**src/rtl/jstk_spi_responder_if.sv**
```systemverilog
// SPI bus bundle between the joystick master and the responder.
// Mode 0, MSB first, ss active-low, sclk idles low.
interface jstk_spi_responder_if;
  logic ss;
  logic sclk;
  logic mosi;
  logic miso;

  modport master (output ss, output sclk, output mosi, input miso);
  modport slave  (input ss, input sclk, input mosi, output miso);
endinterface

```
**src/rtl/jstk_spi_responder.sv**
```systemverilog
// SPI slave answering the 5-byte joystick protocol.
// Every SPI pin is oversampled in the clk domain. Each ss falling edge
// captures a 40-bit reply frame from x_pos/y_pos/btn. Byte 0 from the
// master can command the two LED bits.
module jstk_spi_responder #(
  parameter int SYNC_STAGES = 2,
  parameter int FRAME_BITS  = 40
) (
  input  logic                  clk,
  input  logic                  rst,
  jstk_spi_responder_if.slave   spi,
  input  logic [9:0]            x_pos,
  input  logic [9:0]            y_pos,
  input  logic [2:0]            btn,
  output logic [1:0]            led,
  output logic                  frame_done,
  output logic                  frame_err
);

  localparam logic [5:0] FRAME_LEN = 6'(FRAME_BITS);
  localparam logic [5:0] CNT_MAX   = 6'd63;
  localparam logic [5:0] RX_BITS   = 6'd8;

  typedef enum logic {IDLE, ACTIVE} state_t;

  state_t state, state_next;

  logic [SYNC_STAGES-1:0] ss_sync, sclk_sync, mosi_sync;
  logic                   ss_d, sclk_d;
  logic [SYNC_STAGES:0]   fill;
  logic                   ss_s, sclk_s, mosi_s;
  logic                   ss_fall, ss_rise, sclk_rise, sclk_fall;

  logic                   start, finish, rx_step, tx_step;
  logic [39:0]            tx_shift;
  logic [7:0]             rx_shift;
  logic [5:0]             bit_cnt;
  logic                   miso_q;

  assign ss_s   = ss_sync[SYNC_STAGES-1];
  assign sclk_s = sclk_sync[SYNC_STAGES-1];
  assign mosi_s = mosi_sync[SYNC_STAGES-1];

  assign ss_fall   = ss_d & ~ss_s;
  assign ss_rise   = ~ss_d & ss_s;
  assign sclk_rise = ~sclk_d & sclk_s;
  assign sclk_fall = sclk_d & ~sclk_s;

  assign spi.miso = miso_q;

  // Synchronizer chains, edge-detect copies, and a fill marker that tells when
  // ss_d holds a real pin sample. Without the marker, ss held low through reset
  // would look like a fresh falling edge.
  always_ff @(posedge clk or negedge rst) begin
    if (!rst) begin
      ss_sync   <= '1;
      sclk_sync <= '0;
      mosi_sync <= '0;
      ss_d      <= 1'b1;
      sclk_d    <= 1'b0;
      fill      <= '0;
    end else begin
      ss_sync   <= {ss_sync[SYNC_STAGES-2:0], spi.ss};
      sclk_sync <= {sclk_sync[SYNC_STAGES-2:0], spi.sclk};
      mosi_sync <= {mosi_sync[SYNC_STAGES-2:0], spi.mosi};
      ss_d      <= ss_s;
      sclk_d    <= sclk_s;
      fill      <= {fill[SYNC_STAGES-1:0], 1'b1};
    end
  end

  // Frame state register.
  always_ff @(posedge clk or negedge rst) begin
    if (!rst) state <= IDLE;
    else      state <= state_next;
  end

  // Next-state and datapath strobes. An ss edge takes priority over an sclk edge.
  always_comb begin
    state_next = state;
    start      = 1'b0;
    finish     = 1'b0;
    rx_step    = 1'b0;
    tx_step    = 1'b0;
    case (state)
      IDLE: begin
        if (ss_fall && fill[SYNC_STAGES]) begin
          state_next = ACTIVE;
          start      = 1'b1;
        end
      end
      ACTIVE: begin
        if (ss_rise) begin
          state_next = IDLE;
          finish     = 1'b1;
        end else if (sclk_rise) begin
          rx_step = 1'b1;
        end else if (sclk_fall) begin
          tx_step = 1'b1;
        end
      end
      default: state_next = IDLE;
    endcase
  end

  // Shift registers, bit counter, MISO driver, LED latch and end-of-frame pulses.
  always_ff @(posedge clk or negedge rst) begin
    if (!rst) begin
      tx_shift   <= '0;
      rx_shift   <= '0;
      bit_cnt    <= '0;
      miso_q     <= 1'b0;
      led        <= 2'b00;
      frame_done <= 1'b0;
      frame_err  <= 1'b0;
    end else begin
      frame_done <= 1'b0;
      frame_err  <= 1'b0;
      if (start) begin
        tx_shift <= {x_pos[7:0], 6'b0, x_pos[9:8], y_pos[7:0], 6'b0, y_pos[9:8], 5'b0, btn};
        miso_q   <= x_pos[7];
        rx_shift <= '0;
        bit_cnt  <= '0;
      end
      if (rx_step) begin
        if (bit_cnt < RX_BITS) rx_shift <= {rx_shift[6:0], mosi_s};
        if (bit_cnt != CNT_MAX) bit_cnt <= bit_cnt + 6'd1;
      end
      if (tx_step) begin
        tx_shift <= {tx_shift[38:0], 1'b0};
        miso_q   <= tx_shift[38];
      end
      if (finish) begin
        miso_q <= 1'b0;
        if (bit_cnt == FRAME_LEN) begin
          frame_done <= 1'b1;
          if (rx_shift[7:2] == 6'b100000) led <= rx_shift[1:0];
        end else begin
          frame_err <= 1'b1;
        end
      end
    end
  end

endmodule

```
**src/flat_wrapper.sv**
```systemverilog
// flat-port wrapper written by rule: the top's interface ports become plain ports
module jstk_spi_responder_flat 
#(
  parameter int SYNC_STAGES = 2,
  parameter int FRAME_BITS  = 40
)
  (clk, rst, x_pos, y_pos, btn, led, frame_done, frame_err, spi_ss, spi_sclk, spi_mosi, spi_miso);
  jstk_spi_responder_if spi_i ();
  input  logic clk;
  input  logic rst;
  input  logic [9:0] x_pos;
  input  logic [9:0] y_pos;
  input  logic [2:0] btn;
  output logic [1:0] led;
  output logic frame_done;
  output logic frame_err;
  input wire logic [$bits(spi_i.ss)-1:0] spi_ss;
  input wire logic [$bits(spi_i.sclk)-1:0] spi_sclk;
  input wire logic [$bits(spi_i.mosi)-1:0] spi_mosi;
  output wire logic [$bits(spi_i.miso)-1:0] spi_miso;
  assign spi_i.ss = spi_ss;
  assign spi_i.sclk = spi_sclk;
  assign spi_i.mosi = spi_mosi;
  assign spi_miso = spi_i.miso;
  jstk_spi_responder #(.SYNC_STAGES(SYNC_STAGES), .FRAME_BITS(FRAME_BITS)) u_core (.clk(clk), .rst(rst), .spi(spi_i), .x_pos(x_pos), .y_pos(y_pos), .btn(btn), .led(led), .frame_done(frame_done), .frame_err(frame_err));
endmodule
```
**config.mk**
```make
export PLATFORM = sky130hd
export DESIGN_NAME = jstk_spi_responder_flat
export DESIGN_NICKNAME = d
export VERILOG_FILES = /design/src/rtl/jstk_spi_responder_if.sv /design/src/rtl/jstk_spi_responder.sv /design/src/flat_wrapper.sv
export SDC_FILE = /design/constraint.sdc
export NUM_CORES = 1
export LEC_CHECK = 0
export ABC_AREA = 1
export CAP_MARGIN = 20
export CORE_MARGIN = 4
export CORE_UTILIZATION = 50
export CTS_CLUSTER_DIAMETER = 60
export DETAILED_ROUTE_END_ITERATION = 8
export PLACE_DENSITY = 0.82
export SLEW_MARGIN = 20
export SYNTH_ARGS = -nofsm -noshare
export SYNTH_HDL_FRONTEND = slang
export SYNTH_SLANG_ARGS = --single-unit
```
**constraint.sdc**
```tcl
create_clock -name clk -period 1.64 [get_ports clk]
set_clock_uncertainty 0.2 [all_clocks]
set_input_delay 0.328 -clock clk [delete_from_list [all_inputs] [get_ports clk]]
set_output_delay 0.328 -clock clk [all_outputs]
set_load 0.1 [all_outputs]
```
==> results of run 1 <==
placed cells by master, fill, tap and decap left out, types with 3 or more instances in the layout:
master	instances
sky130_fd_sc_hd__nand3_1	70
sky130_fd_sc_hd__dfrtp_1	66
sky130_fd_sc_hd__nand2_1	55
sky130_fd_sc_hd__inv_1	38
sky130_fd_sc_hd__clkdlybuf4s50_1	26
sky130_fd_sc_hd__nor2_1	20
sky130_fd_sc_hd__o22ai_1	15
sky130_fd_sc_hd__buf_4	15
sky130_fd_sc_hd__clkbuf_8	11
sky130_fd_sc_hd__o21ai_2	7
sky130_fd_sc_hd__buf_12	7
sky130_fd_sc_hd__o21ai_0	5
sky130_fd_sc_hd__nand2_4	4
sky130_fd_sc_hd__o211ai_1	4
sky130_fd_sc_hd__buf_6	4
sky130_fd_sc_hd__nor2_2	3
sky130_fd_sc_hd__dfstp_2	3
registers in the layout (all words and copies together), names as in the netlist:
register and cells:
u_core.fill 3, u_core.mosi_sync 2, u_core.frame_err 1, u_core.frame_done 1, u_core.ss_d 1, u_core.sclk_d 1
u_core.ss_sync 2, u_core.state 1, u_core.bit_cnt 6, u_core.rx_shift 8, u_core.led 2, u_core.sclk_sync 2
u_core.spi.miso 1, u_core.tx_shift 39
layer usage:
metal / vias to the layer above / track usage
met2: 35 / 0.281
li1: 1179 / -
met4: 0 / 0.0935
met5: - / 0
met3: 7 / 0.0336
met1: 1153 / 0.228
critical path: stages, from the launching register on:
cell	delay, ns
sky130_fd_sc_hd__dfrtp_1	0.41
sky130_fd_sc_hd__inv_1	0.11
sky130_fd_sc_hd__ha_1	0.16
sky130_fd_sc_hd__nand3_1	0.13
sky130_fd_sc_hd__nor2_2	0.15
sky130_fd_sc_hd__buf_4	0.14
sky130_fd_sc_hd__nand4_1	0.09
sky130_fd_sc_hd__nand2_1	0.09
stage by stage:
| step | setup WS [ns] | total power [mW] |
|---|---|---|
| floorplan | 0.105 | 2.63 |
| global placement | 0.0750 | 2.88 |
| detailed placement | 0.00640 | 2.93 |
| CTS | 0.0194 | 4.34 |
| global route | -0.0105 | 4.59 |
| finish | 0.0946 | 4.34 |
where the power goes:
group	total (mW)	internal (mW)	switching (mW)
clock	1.39	0.784	0.606
sequential	2.16	2.00	0.162
combinational	0.788	0.348	0.440
path summary, 6_finish.rpt:
| path | start | end | slack, ns |
|---|---|---|---|
| worst max-delay path | u_core.bit_cnt[0]$_DFF_PN0_ | u_core.led[0]$_DFFE_PN0P_ | 0.09 |
| worst min-delay path | u_core.fill[1]$_DFF_PN0_ | u_core.fill[2]$_DFF_PN0_ | 0.15 |
| worst max register to register | u_core.bit_cnt[0]$_DFF_PN0_ | u_core.led[0]$_DFFE_PN0P_ | 0.09 |
| min in group asynchronous | rst | u_core.sclk_sync[0]$_DFF_PN0_ | 0.16 |
| worst min register to register | u_core.fill[1]$_DFF_PN0_ | u_core.fill[2]$_DFF_PN0_ | 0.15 |
| max in group asynchronous | rst | u_core.ss_d$_DFF_PN1_ | 0.58 |
kinds of logic (layout without fill, tap and decap cells):
family | Yosys count | after routing
buffers and inverters | 56 | 110
AND/OR/NAND/NOR | 163 | 163
adder cells (fa/ha/maj) | 2 | 2
other | 1 | 1
XOR/XNOR | 2 | 2
AO/OA/AOI/OAI | 36 | 36
flip-flops | 70 | 70
cell type report:
cell class,count,area share
repair buffers,54,0.149
clock buffers,13,0.0412
well taps,75,0.0244
multi-input cells,204,0.280
flip-flops and latches,70,0.456
clock inverters,3,0.0110
inverters,40,0.0390
repair_timing:
action	4_1_cts	5_1_grt
gates resized for setup	2	14
setup buffers	0	4
pin swaps	0	4
setup endpoints to repair	3	27
hold buffers	1	0
hold endpoints to repair	68	0
==> results.yml, run 1 <==
detailed_routing:
  wl_met1_um: 2720
  top_layer_used: "met4"
  detail-route-antenna-nets: 0
  detail_route.wl_per_cell_um: 13.0
  routed-wl-met3_um: 229
  routed_via_density: 5.17
  routed-via-count: 2374
  routed_wl_um: 5960
  detailedRoute.firstPassIterationCount: 4
  wl_met2_um: 2940
  initialDrtViolationCount: 200
  route.detailed.drc: 0
run_status:
  status: "finished, final reports clean"
timing:
  fin_setup_tns_ns: 0
  final.min_clock_period_ns: 1.55
  min_period_over_period: 0.942
  rsz0062_at_grt: "true"
  hold_ws_ns: 0.151
  slew_violations: 0
  finalSetupViolCount: 0
  final_hold_viol_count: 0
  fmax_mhz: 647
placement:
  number_of_port_buffers: 32
  place_area_um2: 3550
  routabilityCongestion: 0.746
  dp.final_hpwl_um: 4030
  post-place-cells: 438
worst_setup_path:
  critical_path.startpoint_type: "flop"
  ff2ff_path_depth: 7
  timing_worst_setup_path_type: "reg -> reg"
  worst-endpoint-arrival_ns: 1.62
  type_of_destination_of_the_critical_path: "flop"
  path_max_fanout: 4
  crit_required_ns: 1.72
layout:
  num_antenna_cells: 0
  layout.filler_cells: 457
  area.growth.synth_to_final_pct: 27.7
  multi_input_comb_area_um2: 1080
  fin_util: 0.655
  final_area_um2: 3850
  nets: 409
  layout-drive-gt1-share: 0.174
  final_cell_count_no_fill: 459
  final-seq-area_um2: 1760
synthesis:
  largest_family_of_logic_cells_by_synthesized_area: "simple AND/OR/NAND/NOR gates"
  sequential_area_share_after_synthesis: 0.582
  syn-cell-area_um2: 3020
  synthMostInstantiatedCell: "sky130_fd_sc_hd__nand3_1"
  postSynth.topFlopCell: "sky130_fd_sc_hd__dfrtp_1"
  adder_cell_share_of_the_synthesized_area: 0.00830
  synth_simple_gate_area_share: 0.246
  mux_contribution_to_synthesized_area: 0
  synth_edf_count: 0
  synthesis.yosys.warnings: 0
  netlist_instances: 330
  yosys-top-cells-area: "sky130_fd_sc_hd__dfrtp_1 (56%), sky130_fd_sc_hd__nand3_1 (12%), sky130_fd_sc_hd__nand2_1 (7.0%), sky130_fd_sc_hd__inv_1 (4.9%), sky130_fd_sc_hd__o22ai_1 (3.1%)"
  synth.ff_latch_count: 70
  syn-num-nets: 360
  synth.top_cells.by_count: "sky130_fd_sc_hd__nand3_1 (71), sky130_fd_sc_hd__dfrtp_1 (67), sky130_fd_sc_hd__nand2_1 (56), sky130_fd_sc_hd__inv_1 (39), sky130_fd_sc_hd__nor2_1 (22)"
  synth.distinct_cells: 30
  cell_type_with_the_largest_total_area_after_synthesis: "sky130_fd_sc_hd__dfrtp_1"
  post_synth.cell_area_avg_um2: 9.14
  synth_async_sr_flop_share: 1.00
  synth_compound_area_frac: 0.0796
  fraction_of_synthesized_cell_area_in_xor_and_xnor_cells: 0.00581
  synthDominantCellAreaShare: 0.556
global_route:
  grtUsageTotal: 0.176
  grt_start_max_net_pins: 41
  grt_pass1_wl_um: 10200
  number_of_antenna_violations_at_the_first_check_in_global_routing: 0
  gr-total-overflow: 0
  first_global_vias: 2329
cts:
  clock_sink_count: 70
  path_clk_slew_ns: 0.07
  cts.htree.levels: 3
  tritoncts.num_buffers: 9
  clock_tree.root_cell: "sky130_fd_sc_hd__clkbuf_8"
  cts.path.max_buffers: 2
  cts_tree: "built"
  insertion_delay_ns: 0.33
floorplan:
  design.core.area_um2: 5890
  die_x_um: 85.7
  initial_core_util: 0.513
  placement_rows: 28
  fp.dieH_um: 85.7
  top_level_ports: 33
  floorplan.die_area_um2: 7340
power:
  ir_drop_mv: 0.585
  power_leakage_nw: 1.75
  cellPowerDensity_nw_per_um2: 1130
run:
  drv.max_cap_violation_count: 0
worst_hold_path:
  hold_path.class: "reg -> reg"
  timing.hold.worst_path_depth: 0
Note: power is estimated with default switching activity, not from simulation.
==> run 2, diff against run 1 <==
--- a/config.mk
+++ b/config.mk
@@ -11,6 +11,7 @@
 export CORE_UTILIZATION = 50
 export CTS_CLUSTER_DIAMETER = 60
 export DETAILED_ROUTE_END_ITERATION = 8
+export GPL_ROUTABILITY_DRIVEN = 0
 export PLACE_DENSITY = 0.82
 export SLEW_MARGIN = 20
 export SYNTH_ARGS = -nofsm -noshare
==> results of run 2 <==
No change in the layout: final DEF, timing and power equal those of run 1.
